`config.mk`:
```
export PLATFORM = sky130hd
export DESIGN_NAME = simd_div_seq
export DESIGN_NICKNAME = d
export VERILOG_FILES = /design/src/rtl/simd_div_pkg.sv /design/src/rtl/simd_div_step.sv /design/src/rtl/simd_div_seq.sv
export SDC_FILE = /design/constraint.sdc
export NUM_CORES = 1
export LEC_CHECK = 0
export BUFFER_PORTS_ARGS = -buffer_cell sky130_fd_sc_hd__buf_2
export CAP_MARGIN = 20
export CORE_MARGIN = 2
export CORE_UTILIZATION = 44
export DETAILED_ROUTE_END_ITERATION = 6
export GPL_ROUTABILITY_DRIVEN = 0
export PLACE_DENSITY = 0.65
export SKIP_CTS_REPAIR_TIMING = 1
export SLEW_MARGIN = 20
export SYNTH_ARGS = -nofsm -noshare
export SYNTH_HDL_FRONTEND = slang
export SYNTH_SLANG_ARGS = --single-unit
```
`constraint.sdc`:
```
create_clock -name clk -period 11.9 [get_ports clk]
set_input_delay 2.38 -clock clk [delete_from_list [all_inputs] [get_ports clk]]
set_output_delay 2.38 -clock clk [all_outputs]
set_load 0.1 [all_outputs]
```
`src/rtl/simd_div_pkg.sv`:
```
// +----------------------------------------------------------------------------+
// | simd_div_pkg                                                               |
// | Shared types and lane-geometry helpers for the packed SIMD divider.        |
// | Revision: 1.0                                                              |
// +----------------------------------------------------------------------------+
`default_nettype none

package simd_div_pkg;

  typedef enum logic [1:0] {
    MODE_8 = 2'd0,
    MODE_4 = 2'd1,
    MODE_2 = 2'd2
  } mode_t;

  typedef enum logic [1:0] {
    IDLE = 2'd0,
    CALC = 2'd1,
    DONE = 2'd2
  } state_t;

  typedef struct packed {
    logic [7:0] msb;
    logic [7:0] lsb;
  } lane_mask_t;

  function automatic logic [3:0] lane_w(input mode_t mode);
    case (mode)
      MODE_8:  lane_w = 4'd8;
      MODE_4:  lane_w = 4'd4;
      default: lane_w = 4'd2;
    endcase
  endfunction

  function automatic lane_mask_t lane_mask(input mode_t mode);
    case (mode)
      MODE_8:  lane_mask = '{msb: 8'h80, lsb: 8'h01};
      MODE_4:  lane_mask = '{msb: 8'h88, lsb: 8'h11};
      default: lane_mask = '{msb: 8'hAA, lsb: 8'h55};
    endcase
  endfunction

endpackage

`default_nettype wire

```
`src/rtl/simd_div_step.sv`:
```
// +----------------------------------------------------------------------------+
// | simd_div_step                                                              |
// | One restoring-division iteration applied to every lane of the 8-bit bus.   |
// | Revision: 1.0                                                              |
// +----------------------------------------------------------------------------+
`default_nettype none

module simd_div_step
  import simd_div_pkg::*;
(
  input  lane_mask_t  mask,
  input  logic [7:0]  dvd_in,
  input  logic [7:0]  rem_in,
  input  logic [7:0]  div_in,
  output logic [7:0]  dvd_out,
  output logic [7:0]  rem_out
);

  logic [7:0] w_dvd_top;
  logic [7:0] w_rem_top;
  logic [7:0] w_rem_sh;
  logic [7:0] w_diff;
  logic [7:0] w_lane_ge;
  logic [7:0] w_ge;
  logic       w_dtop;
  logic       w_rtop;
  logic       w_borrow;
  logic       w_ge_cur;

  always_comb begin
    w_dvd_top = '0;
    w_rem_top = '0;
    w_rem_sh  = '0;
    w_diff    = '0;
    w_lane_ge = '0;
    w_ge      = '0;
    w_dtop    = 1'b0;
    w_rtop    = 1'b0;
    w_borrow  = 1'b0;
    w_ge_cur  = 1'b0;

    // Spread each lane's dividend MSB and the remainder bit shifted out (the
    // (W+1)th bit of the partial remainder) across the lane.
    for (int i = 7; i >= 0; i--) begin
      if (mask.msb[i]) begin
        w_dtop = dvd_in[i];
        w_rtop = rem_in[i];
      end
      w_dvd_top[i] = w_dtop;
      w_rem_top[i] = w_rtop;
    end

    w_rem_sh = ({rem_in[6:0], 1'b0} & ~mask.lsb) | (w_dvd_top & mask.lsb);

    // Borrow chain restarts at every lane LSB so nothing crosses a lane.
    for (int i = 0; i < 8; i++) begin
      if (mask.lsb[i]) begin
        w_borrow = 1'b0;
      end
      w_diff[i] = w_rem_sh[i] ^ div_in[i] ^ w_borrow;
      w_borrow  = (~w_rem_sh[i] & div_in[i]) | (~(w_rem_sh[i] ^ div_in[i]) & w_borrow);
      if (mask.msb[i]) begin
        w_lane_ge[i] = w_rem_top[i] | ~w_borrow;
      end
    end

    for (int i = 7; i >= 0; i--) begin
      if (mask.msb[i]) begin
        w_ge_cur = w_lane_ge[i];
      end
      w_ge[i] = w_ge_cur;
    end

    // Quotient bits enter the vacated dividend LSBs.
    dvd_out = ({dvd_in[6:0], 1'b0} & ~mask.lsb) | (w_ge & mask.lsb);
    rem_out = (w_ge & w_diff) | (~w_ge & w_rem_sh);
  end

endmodule

`default_nettype wire

```
`src/rtl/simd_div_seq.sv`:
```
// +----------------------------------------------------------------------------+
// | simd_div_seq                                                               |
// | Sequential unsigned SIMD restoring divider (8/4/2-bit lanes), valid/ready. |
// | Option: SIMD_DIV_DZFLAG_EN adds per-lane divide-by-zero flags (divzero).   |
// | Revision: 1.0                                                              |
// +----------------------------------------------------------------------------+
`default_nettype none

module simd_div_seq
  import simd_div_pkg::*;
#(
  parameter int DATA_W         = 8,
  parameter int ITER_PER_CYCLE = 1
) (
  input  logic              clk,
  input  logic              rst_n,
  input  logic              in_valid,
  output logic              in_ready,
  input  logic [DATA_W-1:0] dividea,
  input  logic [DATA_W-1:0] divideb,
  input  logic              H,
  input  logic              X,
  input  logic              C,
  output logic              out_valid,
  input  logic              out_ready,
  output logic [DATA_W-1:0] quotoutput,
  output logic [DATA_W-1:0] remoutput
`ifdef SIMD_DIV_DZFLAG_EN
  ,
  output logic [3:0]        divzero
`endif
);

  localparam int c_iter_shift = (ITER_PER_CYCLE == 2) ? 1 : 0;

  if (DATA_W != 8) begin : g_bad_data_w
    $error("simd_div_seq: DATA_W must be 8");
  end
  if (ITER_PER_CYCLE != 1 && ITER_PER_CYCLE != 2) begin : g_bad_iter
    $error("simd_div_seq: ITER_PER_CYCLE must be 1 or 2");
  end

  state_t     r_state;
  state_t     w_state_nxt;
  mode_t      r_mode;
  mode_t      w_mode;
  logic [3:0] r_cnt;
  logic [7:0] r_dvd;
  logic [7:0] r_rem;
  logic [7:0] r_div;
  lane_mask_t w_mask;

  logic [7:0] w_dvd_ch [ITER_PER_CYCLE+1];
  logic [7:0] w_rem_ch [ITER_PER_CYCLE+1];

  // H has priority over X; C (or no mode bit at all) selects 2-bit lanes.
  always_comb begin
    w_mode = MODE_2;
    casez ({H, X, C})
      3'b1??:  w_mode = MODE_8;
      3'b01?:  w_mode = MODE_4;
      3'b001:  w_mode = MODE_2;
      default: w_mode = MODE_2;
    endcase
  end

  always_ff @(posedge clk or negedge rst_n) begin
    if (!rst_n) begin
      r_state <= IDLE;
    end else begin
      r_state <= w_state_nxt;
    end
  end

  always_comb begin
    w_state_nxt = r_state;
    in_ready    = 1'b0;
    out_valid   = 1'b0;
    case (r_state)
      IDLE: begin
        in_ready = 1'b1;
        if (in_valid) begin
          w_state_nxt = CALC;
        end
      end
      CALC: begin
        if (r_cnt == 4'd1) begin
          w_state_nxt = DONE;
        end
      end
      DONE: begin
        out_valid = 1'b1;
        if (out_ready) begin
          w_state_nxt = IDLE;
        end
      end
      default: w_state_nxt = IDLE;
    endcase
  end

  assign w_mask      = lane_mask(r_mode);
  assign w_dvd_ch[0] = r_dvd;
  assign w_rem_ch[0] = r_rem;

  for (genvar k = 0; k < ITER_PER_CYCLE; k++) begin : g_iter
    simd_div_step u_step (
      .mask    (w_mask),
      .dvd_in  (w_dvd_ch[k]),
      .rem_in  (w_rem_ch[k]),
      .div_in  (r_div),
      .dvd_out (w_dvd_ch[k+1]),
      .rem_out (w_rem_ch[k+1])
    );
  end

  always_ff @(posedge clk or negedge rst_n) begin
    if (!rst_n) begin
      r_mode     <= MODE_8;
      r_cnt      <= '0;
      r_dvd      <= '0;
      r_rem      <= '0;
      r_div      <= '0;
      quotoutput <= '0;
      remoutput  <= '0;
    end else begin
      case (r_state)
        IDLE: begin
          if (in_valid) begin
            r_dvd  <= dividea;
            r_div  <= divideb;
            r_rem  <= '0;
            r_mode <= w_mode;
            r_cnt  <= lane_w(w_mode) >> c_iter_shift;
          end
        end
        CALC: begin
          r_dvd <= w_dvd_ch[ITER_PER_CYCLE];
          r_rem <= w_rem_ch[ITER_PER_CYCLE];
          r_cnt <= r_cnt - 4'd1;
          if (r_cnt == 4'd1) begin
            quotoutput <= w_dvd_ch[ITER_PER_CYCLE];
            remoutput  <= w_rem_ch[ITER_PER_CYCLE];
          end
        end
        default: ;
      endcase
    end
  end

`ifdef SIMD_DIV_DZFLAG_EN
  logic [3:0] w_dz;

  always_comb begin
    w_dz = '0;
    case (r_mode)
      MODE_8:  w_dz = {3'b000, r_div == 8'd0};
      MODE_4:  w_dz = {2'b00, r_div[7:4] == 4'd0, r_div[3:0] == 4'd0};
      default: w_dz = {r_div[7:6] == 2'd0, r_div[5:4] == 2'd0,
                       r_div[3:2] == 2'd0, r_div[1:0] == 2'd0};
    endcase
  end

  always_ff @(posedge clk or negedge rst_n) begin
    if (!rst_n) begin
      divzero <= '0;
    end else if (r_state == CALC && r_cnt == 4'd1) begin
      divzero <= w_dz;
    end
  end
`endif

endmodule

`default_nettype wire
```
==> Word-level counts from Yosys, hierarchy flattened <==
Cells that the tools add are included.
{ "classes": {"add_sub_neg": 1, "mul": 0, "n_div": 0, "magnitude_cmp": 0, "eq_ne": 9, "n_shift": 0, "n_mux": 46, "bitwise_logic": 79, "reduce_logical": 8} }
{ "op_table": {"columns": ["operator", "n"], "rows": [
  ["8-bit bitwise AND", 6],
  ["1-bit two-way mux", 33],
  ["8-bit case mux with 2 select lines", 2],
  ["14-bit case mux with 2 select lines", 1],
  ["8-bit OR", 3],
  ["1-bit inverter", 23],
  ["8-bit two-way mux", 2],
  ["8-bit inverter", 2],
  ["4-bit case mux with 2 select lines", 2],
  ["1-bit bitwise AND", 15],
  ["1-bit OR", 15],
  ["1-bit XOR", 15],
  ["2-bit by 1-bit equality test with 1-bit output (second input constant)", 4],
  ["2-bit zero test", 3],
  ["2-bit two-way mux", 3],
  ["2-bit inequality test (second input constant)", 3],
  ["2-bit case mux with 3 select lines", 1],
  ["2-bit AND reduction", 3],
  ["4-bit by 1-bit equality test with 1-bit output (second input constant)", 1],
  ["4-bit two-way mux", 1],
  ["2-bit case mux with 2 select lines", 1],
  ["4-bit by 1-bit subtractor with 4-bit output (second input constant)", 1],
  ["3-bit AND reduction", 1],
  ["2-bit equality test (second input constant)", 1],
  ["2-bit nonzero test", 1]
]} }
{ "totals": {"register_bits": 48, "latch_bits": 0, "mem_bits_rw": 0, "rom_bits": 0, "input_bits": 23, "output_inout_bits": 18, "word_cells": 151, "n_memories": 0} }

==> Depth between registers and ports, before layout <==
{ "logic_depth": {"depth_word": 47, "mapped_depth": 21, "ltp_nobuf": 20} }

==> Modules after synthesis <==
Synthesis repeated with hierarchy kept, for this count alone.
{ "unflattened": {"hier_cells": 282, "hier_area_um2": 2836.5} }
{ "by_module_without_submodules": {"columns": ["mod", "n_inst", "cells_each", "area_each_um2", "seq_area_each_um2"], "rows": [
  ["simd_div_seq", 1, 192, 2110.8, 1201.2],
  ["simd_div_step", 1, 90, 725.7, 0.0]
]} }

==> Worst setup path after synthesis <==
No wires, ideal clock.
{ "synth_timing": {"path_kind": "flip-flop to flip-flop", "startpoint": "reg r_mode[0]", "endpoint": "reg r_rem[0]", "setup_time_ns": 0.074, "t_arrival_ns": 4.868, "required_ns": 11.826, "setup_slack_ns": 6.958, "path_stages_with_launch": 21, "path_buffers": 0, "synth_period_minus_slack_ns": 4.942, "path_cell_list": "dfrtp_1 -> mux2_2 -> mux2i_1 -> ha_1 -> inv_1 -> fa_1 -> or2_2 -> fa_1 -> fa_1 -> nor2_1 -> fa_1 -> inv_1 -> fa_1 -> nor2_1 -> fa_1 -> inv_1 -> fa_1 -> nor4_2 -> a211o_4 -> mux2_4 -> o21ai_2"} }
{ "synth_between": {"elab_chain_cells": 47, "elab_cells_between_ends": 96, "cone_classes": "eq/ne: 1; mux: 29; bitwise: 65; reduce/logical: 1"} }
{ "synth_lines": {"columns": ["item", "line", "text"], "rows": [
  ["start: declaration", "simd_div_seq.sv:45", "mode_t r_mode;"],
  ["start signal: assignment", "simd_div_seq.sv:132", "r_mode <= w_mode;"],
  ["2-bit by 1-bit equality test with 1-bit output / 2-bit zero test (equally long branches)", "simd_div_pkg.sv:36", "case (mode)"],
  ["14-bit case mux with 2 select lines *", "simd_div_pkg.sv:36", null],
  ["1-bit two-way mux (6 in a row)", "simd_div_step.sv:45", "if (mask.msb[i]) begin"],
  ["8-bit bitwise AND", "simd_div_step.sv:53", "w_rem_sh = ({rem_in[6:0], 1'b0} & ~mask.lsb) | (w_dvd_top & mask.lsb);"],
  ["8-bit OR", "simd_div_step.sv:53", null],
  ["1-bit inverter", "simd_div_step.sv:61", "w_borrow = (~w_rem_sh[i] & div_in[i]) | (~(w_rem_sh[i] ^ div_in[i]) & w_borrow);"],
  ["1-bit bitwise AND", "simd_div_step.sv:61", null],
  ["1-bit two-way mux", "simd_div_step.sv:57", "if (mask.lsb[i]) begin"],
  ["[19 not listed]", null, null],
  ["1-bit OR", "simd_div_step.sv:61", null],
  ["1-bit inverter", "simd_div_step.sv:63", "w_lane_ge[i] = w_rem_top[i] | ~w_borrow;"],
  ["1-bit OR", "simd_div_step.sv:63", null],
  ["1-bit two-way mux (8 in a row)", "simd_div_step.sv:68", "if (mask.msb[i]) begin"],
  ["8-bit inverter", "simd_div_step.sv:76", "rem_out = (w_ge & w_diff) | (~w_ge & w_rem_sh);"],
  ["8-bit bitwise AND", "simd_div_step.sv:76", null],
  ["8-bit OR *", "simd_div_step.sv:76", null],
  ["8-bit case mux with 2 select lines *", "simd_div_seq.sv:126", "case (r_state)"],
  ["end signal: assignment", "simd_div_seq.sv:138", "r_rem <= w_rem_ch[ITER_PER_CYCLE];"],
  ["end: declaration", "simd_div_seq.sv:49", "logic [7:0] r_rem;"]
]} }
Mark *: on every way between the ends. The rest lies on a longest branch, timed or not.
A chain may end at the register's enable or synchronous reset.

==> Worst setup path after layout <==
{ "layout_timing": {"startpoint": "reg r_mode[1]", "endpoint": "reg remoutput[0]"} }
{ "layout_between": {"elab_chain_cells": 46, "elab_cells_between_ends": 95, "cone_classes": "eq/ne: 1; mux: 28; bitwise: 65; reduce/logical: 1"} }
{ "layout_lines": {"columns": ["item", "line", "text"], "rows": [
  ["2-bit by 1-bit equality test with 1-bit output / 2-bit zero test (equally long branches)", "simd_div_pkg.sv:36", null],
  ["14-bit case mux with 2 select lines *", "simd_div_pkg.sv:36", null],
  ["1-bit two-way mux (6 in a row)", "simd_div_step.sv:45", null],
  ["8-bit bitwise AND", "simd_div_step.sv:53", null],
  ["8-bit OR", "simd_div_step.sv:53", null],
  ["1-bit inverter", "simd_div_step.sv:61", null],
  ["1-bit bitwise AND", "simd_div_step.sv:61", null],
  ["1-bit two-way mux", "simd_div_step.sv:57", null],
  ["[18 not listed]", null, null],
  ["1-bit bitwise AND", "simd_div_step.sv:61", null],
  ["1-bit OR", "simd_div_step.sv:61", null],
  ["1-bit inverter", "simd_div_step.sv:63", null],
  ["1-bit OR", "simd_div_step.sv:63", null],
  ["1-bit two-way mux (8 in a row)", "simd_div_step.sv:68", null],
  ["8-bit inverter", "simd_div_step.sv:76", null],
  ["8-bit bitwise AND", "simd_div_step.sv:76", null],
  ["8-bit OR *", "simd_div_step.sv:76", null],
  ["end signal: assignment", "simd_div_seq.sv:142", "remoutput <= w_rem_ch[ITER_PER_CYCLE];"],
  ["end: declaration", "simd_div_seq.sv:27", "output logic [DATA_W-1:0] remoutput"]
]} }
Marked as above.

==> flow_metrics.env <==
export IMPL_status="complete, no violations"
export IMPL_fin_crit_sh_pct=45.3
export IMPL_worstSetupPathType="flip-flop to flip-flop"
export IMPL_start_util_pct=46.0
export IMPL_port_buffers=39
export IMPL_row_count=26
export IMPL_placed_area_um2=2590
export IMPL_crit_fanout=17
export IMPL_grt_first_pass_wirelength_mm=8.14
export IMPL_die_area_um2=5980
export IMPL_clockBufferDepth=2
export IMPL_drtIter0Drc=115
export IMPL_yosysSeqAreaShare_pct=50.8
export IMPL_timing_worst_slew_pin_value_ns=0.995
export IMPL_syn_instance_count=227
export IMPL_drv_slew=0
export IMPL_rsz0062_at_grt="no"
export IMPL_crit_buf_inv=3
export IMPL_yosysWarnings=0
export IMPL_min_path_type="flip-flop to flip-flop"
export IMPL_fin_crit_ns=5.38
export IMPL_hold_depth=2
export IMPL_core_um2=5140
export IMPL_num_antenna_cells=0
export IMPL_fmax_ghz=0.186
export IMPL_hpwl_mm=3.29
export IMPL_antenna_found_initial=0
export IMPL_ios=41
export IMPL_final_cell_mix="dfrtp_1, buf_2, nand2_1"
export IMPL_vias_per_cell=5.06
export IMPL_cpMostUsedCell="fa_1"
export IMPL_finalWirelength_mm=4.60
export IMPL_reg2reg_depth=19
export IMPL_fin_area_um2=2710
export IMPL_overflow=0
export IMPL_start_kind="flip-flop"
export IMPL_synthToLayoutAreaGrowth_pct=14.4
export IMPL_setup_viol=0
export IMPL_hold_viol_final=0
export IMPL_worstPathRequired_ns=12.12
export IMPL_cp_slowest_cell="dfrtp_1"
export IMPL_htreeDepth=2
export IMPL_final_nets=295
export IMPL_syn_area_per_cell_um2=10.4
export IMPL_ant_nets=0
export IMPL_syn_area_um2=2370
export IMPL_layout_drive_gt1_share_pct=25.1
export IMPL_path_clk_slew_ns=0.09
export IMPL_grt_pass1_vias=1662
export IMPL_firstDrtPassIters=5
export IMPL_max_slew_margin_pct=33.7
export IMPL_wl_per_cell_um=13.8
export IMPL_maxCapViolations=0
export IMPL_cts_buffers=5
export IMPL_layout_commonest_cell="dfrtp_1"
export IMPL_cts_sinks=48
export IMPL_fp_dieW_um=77.3
export IMPL_ys_types=37
export IMPL_syn_num_nets=260
export IMPL_crit_arrival_ns=5.60
export IMPL_grt_max_degree=49
export IMPL_endpoint_kind="flip-flop"
export IMPL_die_y_um=77.3
export IMPL_worst_skew_pair_late_latency_ns=0.30
export IMPL_path_delay_family="adder cells"
export IMPL_tritoncts="yes"
export IMPL_vias=1686
export IMPL_cts_root_buf="clkbuf_8"
export IMPL_ys_seq_elements=48
export IMPL_path_cells="mux2i_1 -> ha_1 -> inv_1 -> fa_1 -> or2_2 -> fa_1 -> fa_1 -> nor2_1 -> fa_1 -> inv_1 -> fa_1 -> nor2_1 -> fa_1 -> inv_1 -> fa_1 -> nor4_2 -> a211o_4 -> mux2_4 -> o21ai_2"
export IMPL_cp_num_cells=19
export IMPL_drc=0
export IMPL_tns_ns=0
export IMPL_fin_skew_ns=0.00742
export IMPL_max_stage_delay_ns=0.73
export IMPL_grt_use_total_pct=17.4
==> cells by family (layout without fill, tap and decap cells) <==
family / after synthesis / after routing / synth area share, %
AO/OA/AOI/OAI: 53 / 53 / 13.8
adder cells (fa/ha/maj): 10 / 10 / 7.51
buffers and inverters: 23 / 59 / 4.55
flip-flops: 48 / 48 / 50.8
multiplexers: 19 / 19 / 8.73
AND/OR/NAND/NOR: 74 / 74 / 14.6
==> layout make-up <==
| type | instances | area, µm² |
|---|---|---|
| fillers | 514 | 2430 |
| flip-flops and latches | 48 | 1200 |
| multi-input cells | 156 | 1060 |
| repair buffers | 39 | 198 |
| well taps | 70 | 87.6 |
| clock buffers | 5 | 68.8 |
| inverters | 12 | 45.0 |
| clock inverters | 3 | 42.5 |
==> sequential cells by signal, indices dropped and copies added (netlist names) <==
signal      cells
r_div           8
r_mode          2
r_cnt           4
remoutput       8
r_state         2
r_rem           8
quotoutput      8
r_dvd           8
==> path summary, 6_finish.rpt <==
| kind | from | to | slack [ns] |
|---|---|---|---|
| min in group asynchronous | rst_n | quotoutput[5] | 2.08 |
| min | quotoutput[0] | quotoutput[0] | 0.48 |
| max reg2reg | r_mode[1] | remoutput[0] | 6.52 |
| min reg2reg | quotoutput[0] | quotoutput[0] | 0.48 |
| max | r_mode[1] | remoutput[0] | 6.52 |
| max in group asynchronous | rst_n | r_mode[1] | 9.40 |
==> cells in the mapped netlist <==
| master | n | area [µm²] |
|---|---|---|
| nor4b_1 | 1 | 8.76 |
| nor2_2 | 1 | 6.26 |
| a21o_1 | 1 | 7.51 |
| o21ai_0 | 23 | 115 |
| nand3_1 | 6 | 30.0 |
| mux2_2 | 7 | 78.8 |
| mux2_1 | 2 | 22.5 |
| a311oi_2 | 1 | 15.0 |
| or3b_1 | 1 | 8.76 |
| nand2_1 | 36 | 135 |
| dfrtp_1 | 48 | 1200 |
| fa_1 | 7 | 140 |
| nor3_1 | 3 | 15.0 |
| mux2i_1 | 9 | 90.1 |
| a211o_4 | 1 | 17.5 |
| ha_1 | 3 | 37.5 |
| clkbuf_1 | 2 | 7.51 |
| nor3b_1 | 1 | 7.51 |
| o22ai_1 | 5 | 31.3 |
| nand2_4 | 1 | 11.3 |
| nor3b_2 | 1 | 12.5 |
| a22oi_1 | 5 | 37.5 |
| nor4_2 | 1 | 12.5 |
| buf_2 | 5 | 25.0 |
| a21oi_2 | 2 | 17.5 |
| nor2_1 | 16 | 60.1 |
| o21ai_2 | 2 | 17.5 |
| o21ai_1 | 9 | 45.0 |
| o211ai_1 | 1 | 7.51 |
| inv_1 | 12 | 45.0 |
| nand2b_1 | 3 | 18.8 |
| or2_1 | 1 | 6.26 |
| or2_2 | 1 | 6.26 |
| buf_4 | 4 | 30.0 |
| and2b_1 | 1 | 7.51 |
| mux2_4 | 1 | 15.0 |
| a21oi_1 | 3 | 15.0 |
==> stage by stage <==
stage	util (%)	hold WS (ns)	std cells	setup slack (ns)
3_3_place_gp	50.3	0.457	325	6.57
5_1_grt	52.7	0.502	333	6.20
4_1_cts	52.5	0.486	333	6.46
3_5_place_dp	50.3	0.466	325	6.48
2_1_floorplan	-	0.452	227	6.96
6_report	52.7	0.476	333	6.52
==> worst register-to-register path: cells and delay by family, from the launching register on <==
family / cells / cell delay (ns)
multiplexers: 2 / 0.64
AND/OR/NAND/NOR: 4 / 0.96
flip-flops: 1 / 0.73
adder cells (fa/ha/maj): 8 / 2.53
buffers and inverters: 3 / 0.14
AO/OA/AOI/OAI: 2 / 0.31
==> metal layers <==
layer  routed length (µm)  vias to the layer above  GRT usage, %  share of wire, %
met3                  179                        7          4.42               3.9
met4                   60                        0          4.82               1.3
li1                     -                      845             -                 -
met5                    0                        -             0                 0
met2                 2090                       31          26.6                45
met1                 2270                      803          24.9                49
Power is not shown: default switching activity piles up to over one toggle a cycle in this logic, so the estimate is an artifact.
